`src/rtl/rotl_iterative.sv`:
```
// Multi-cycle left cyclic rotator: accepts a word and amount, rotates left by
// up to STEP bits per clock, and returns the result over a valid/ready handshake.
module rotl_iterative #(
  parameter int unsigned WIDTH = 32,
  parameter int unsigned STEP  = 1,
  parameter int unsigned AW    = $clog2(WIDTH)
) (
  input  logic             clk,
  input  logic             rst,
  input  logic             in_valid,
  output logic             in_ready,
  input  logic [WIDTH-1:0] in_data,
  input  logic [AW-1:0]    in_amount,
  output logic             out_valid,
  input  logic             out_ready,
  output logic [WIDTH-1:0] out_data
);

  localparam logic [1:0] S_IDLE  = 2'd0;
  localparam logic [1:0] S_SHIFT = 2'd1;
  localparam logic [1:0] S_DONE  = 2'd2;

  localparam logic [AW:0] STEP_AMT  = (AW+1)'(STEP);
  localparam logic [AW:0] WIDTH_AMT = (AW+1)'(WIDTH);

  logic [1:0]       state_q, state_d;
  logic [WIDTH-1:0] data_q, data_d;
  logic [AW:0]      rem_q, rem_d;
  logic             in_ready_q, out_valid_q;

  logic [AW:0]      step_c;
  logic [AW:0]      rshamt_c;
  logic [AW:0]      rem_next_c;
  logic [WIDTH-1:0] rot_c;

  // One rotate step of min(STEP, remaining); a full-width step degenerates to identity.
  always_comb begin
    step_c     = (rem_q < STEP_AMT) ? rem_q : STEP_AMT;
    rshamt_c   = WIDTH_AMT - step_c;
    rem_next_c = rem_q - step_c;
    rot_c      = (data_q << step_c) | (data_q >> rshamt_c);
  end

  always_comb begin
    state_d = state_q;
    data_d  = data_q;
    rem_d   = rem_q;
    case (state_q)
      S_IDLE: begin
        if (in_valid && in_ready_q) begin
          data_d  = in_data;
          rem_d   = {1'b0, in_amount};
          state_d = (in_amount == '0) ? S_DONE : S_SHIFT;
        end
      end
      S_SHIFT: begin
        data_d = rot_c;
        rem_d  = rem_next_c;
        if (rem_next_c == '0) begin
          state_d = S_DONE;
        end
      end
      S_DONE: begin
        if (out_ready) begin
          state_d = S_IDLE;
        end
      end
      default: begin
        state_d = S_IDLE;
      end
    endcase
  end

  // Handshake flags are registered from the next state so they line up with it.
  always_ff @(posedge clk or posedge rst) begin
    if (rst) begin
      state_q     <= S_IDLE;
      data_q      <= '0;
      rem_q       <= '0;
      in_ready_q  <= 1'b0;
      out_valid_q <= 1'b0;
    end else begin
      state_q     <= state_d;
      data_q      <= data_d;
      rem_q       <= rem_d;
      in_ready_q  <= (state_d == S_IDLE);
      out_valid_q <= (state_d == S_DONE);
    end
  end

  assign in_ready  = in_ready_q;
  assign out_valid = out_valid_q;
  assign out_data  = data_q;

endmodule

```
`config.mk`:
```
export PLATFORM = sky130hd
export DESIGN_NAME = rotl_iterative
export DESIGN_NICKNAME = d
export VERILOG_FILES = /design/src/rtl/rotl_iterative.sv
export SDC_FILE = /design/constraint.sdc
export NUM_CORES = 1
export LEC_CHECK = 0
export BUFFER_PORTS_ARGS = -buffer_cell sky130_fd_sc_hd__buf_2
export CORE_UTILIZATION = 51
export DETAILED_ROUTE_END_ITERATION = 12
export GPL_ROUTABILITY_DRIVEN = 0
export GPL_TIMING_DRIVEN = 1
export PLACE_DENSITY_LB_ADDON = 0.3
export SLEW_MARGIN = 0
export SYNTH_ARGS = -nofsm -noshare
export SYNTH_HDL_FRONTEND = slang
export SYNTH_SLANG_ARGS = --single-unit
```
`constraint.sdc`:
```
create_clock -name clk -period 5.2 [get_ports clk]
set_clock_uncertainty 0.1 [all_clocks]
set_input_delay 0 -clock clk [delete_from_list [all_inputs] [get_ports clk]]
set_output_delay 0 -clock clk [all_outputs]
set_load 0.01 [all_outputs]
```
==> impl_results.md <==
* Yosys Warn Count at 0
* Worst-case clock buffer depth at 2
* Rows at 25
* Leading area contributor after synthesis: dfrtp_1
* Crit-path max FO at 24
* Vias/cell at 6.14
* Starting density of the core at 0.536
* Reg2Reg Setup Slack at 1.70 ns
* Setup CP Type: flop to flop
* Post-synth EDFFs at 0
* Setup TNS at 0 ns
* # port buffers at 74
* Diodes inserted at 0
* Vias in the first global route at 2532
* Die W at 72.7 um
* Synth Net Count at 313
* Max cap viols at 0
* R2R cell count at 9
* First-pass GRT wire length at 12400 um
* Crit-path leading delay family: simple AND/OR/NAND/NOR gates
* Grt ovf at 0
* Slew headroom at 0.176
* Final Hold Viols at 0
* Detail Placement HPWL at 4790 um
* Slew @ Worst Pin at 1.23 ns
* Pin count of the biggest net entering global routing at 43
* Synth async-reset ratio at 1.00
* IO Pins at 75
* Dpl ws at 1.78 ns
* Synth Area per Inst at 9.44 um2
* Synth top cells by count: nor2_1 (43), dfrtp_1 (42), a21oi_1 (26)
* PostCTS Resize Cnt at 0
* Root Buffer: clkbuf_8
* Fin crit share at 0.673
* Worst Path Arrival at 3.63 ns
* NumNets Final at 408
* Part of the Yosys area used for sequential elements at 0.412
* Hold WC Path Type: primary input to flop
* Area Overhead vs Synth at 30.6%
* Post-synth top area share at 0.412
* Hold Path End: out_data[16]
* FF-to-FF End: out_data[22]
* Pwr dens at 569 nW/um2
* Worst R2R Start: rem_q[2]
* Synthesized instance count at 270
* Worst Hold Slack at 0.0264 ns
* Yosys reg bits at 42
* CP Launch Type: flop
* CTS sink count at 42
* Avg WL per Cell at 17.6 um
* Total GRT Usage at 0.305
* Via count at 2660
* Setup bufs post-CTS at 0
* Final Critical Period at 3.50 ns
* Die Ht at 72.7 um
* Full die area at 5280 um2
* Status: complete, no violations
* Initial antenna violation count at 0
* Top cells by area, synth: dfrtp_1 (41%), mux2_2 (7.1%), nor2_1 (6.3%), a221o_1 (5.5%), a21oi_1 (5.1%)
* Critical-path cell list: or4_4 -> or3_4 -> clkinv_2 -> ha_1 -> nor2b_1 -> a21o_1 -> nand2_1 -> a31oi_1 -> o22a_1
* Ys flop type: dfrtp_1
* CP max-delay cell: ha_1
* Worst path bufs/invs at 1
* Distinct cells, synth at 47
* Worst setup margin at 1.70 ns
* CTS tree: yes
* Clk_lat worst skew at 0.29 ns
* Max Slew Vio Count at 0
* Worst-path clk slew at 0.08 ns
* Hold_sp: in_data[16]
* Drt drc at 0
* Layout cells sized above 1 at 0.298
* Most common cell in the netlist: nor2_1
* IR drop worst, VDD at 0.290 mV
* Setup crit end kind: flop
* Setup violators final at 0
* Core ar. at 4750 um2
* Remaining antenna violation count at 0
* Pre-Repair DR Iteration Count at 5
* Cell Area, Synth at 2550 um2
* Fmax at 286 MHz
* CTS H-tree depth at 2
* Drt total wl at 7640 um
* RSZ-0062 raised after global routing: false
* Largest stage delay, worst path at 0.74 ns
* Hold depth at 4
* CTS buffer count at 5
* Static Leakage at 1.48 nW
* WP data required at 5.33 ns
* Initial DRC Count at 269
==> power by group <==
part	switching, mW	leakage [nW]	total [mW]	internal, mW
logic	0.521	0.931	0.970	0.449
clock network	0.108	0.0482	0.215	0.107
registers	0.240	0.497	0.707	0.468
total	0.869	1.48	1.89	1.02
==> routing by layer <==
layer	up-vias	part of all wire	global-route usage
li1	1207	-	-
met1	1248	0.42	0.413
met2	175	0.46	0.488
met3	30	0.086	0.0580
met4	0	0.031	0.118
met5	-	0	0
==> cell usage in the layout (no fill, tap or decap), types with 3 or more instances in the layout <==
master	count
a2111oi_0	3
a211oi_1	4
a21oi_1	26
a221o_1	14
a31oi_1	3
and2_1	3
buf_2	74
clkbuf_8	6
dfrtp_1	42
dlygate4sd3_1	32
inv_1	3
mux2_2	16
mux2i_1	3
mux4_2	3
nand2_1	13
nand2b_1	5
nor2_1	43
nor3_1	6
o21ai_0	8
o22a_1	5
o22ai_1	17
==> stage by stage <==
step | area, um2 | instances | utilization | power (mW)
after floorplan | 2550 | 270 | - | 1.33
final | 3330 | 433 | 0.700 | 1.89
after global placement | 2920 | 393 | 0.613 | 1.59
after CTS | 3330 | 433 | 0.700 | 1.86
after global routing | 3330 | 433 | 0.700 | 2.02
after detailed placement | 2920 | 393 | 0.613 | 1.62
==> registers in the layout, indices dropped and copies added (netlist names) <==
name       flops
state_q        2
in_ready       1
out_data      32
rem_q          6
out_valid      1
==> final cells by class <==
| cell class | instances | area [um2] |
|---|---|---|
| fill | 393 | 1430 |
| multi-input combinational | 205 | 1390 |
| sequential | 42 | 1050 |
| timing repair buffer | 107 | 698 |
| clock buffer | 7 | 86.3 |
| tap | 67 | 83.8 |
| inverter | 4 | 16.3 |
| clock inverter | 1 | 5.00 |
==> cell families (layout without fill, tap and decap cells) <==
group,after synthesis,after routing,synth area share
and+or+nand+nor,85,85,0.160
muxes,24,24,0.119
xor gates and xnor gates,1,1,0.00344
adders and majority gates,2,2,0.00982
AOI/OAI and AO/OA,92,92,0.249
buffers and inverters,23,119,0.0452
DFF,42,42,0.412
other,1,1,0.00147
==> timing repair <==
action / 4_1_cts / 5_1_grt
endpoints found under the setup margin: 0 / 0
hold buffers: 32 / 0
hold endpoints to repair: 74 / 0
==> worst reg2reg max path, delay by kind of cell, from the launching register on <==
family | cells | cell delay [ns]
and+or+nand+nor | 4 | 1.43
adders and majority gates | 1 | 0.74
AOI/OAI and AO/OA | 3 | 0.49
DFF | 1 | 0.47
buffers and inverters | 1 | 0.21
==> how the worst max path moves through the flow <==
stage / start / end / slack (ns) / depth (start not counted)
after CTS: rem_q[2] / out_data[22] / 1.75 / 9
after global routing: rem_q[2] / out_data[21] / 1.51 / 9
final: rem_q[2] / out_data[22] / 1.70 / 9
after global placement: rem_q[2] / out_data[21] / 1.88 / 9
after detailed placement: rem_q[2] / out_data[22] / 1.78 / 9
after floorplan: rem_q[2] / out_data[6] / 2.14 / 11
No activity file was read; power rests on OpenSTA's default activity.
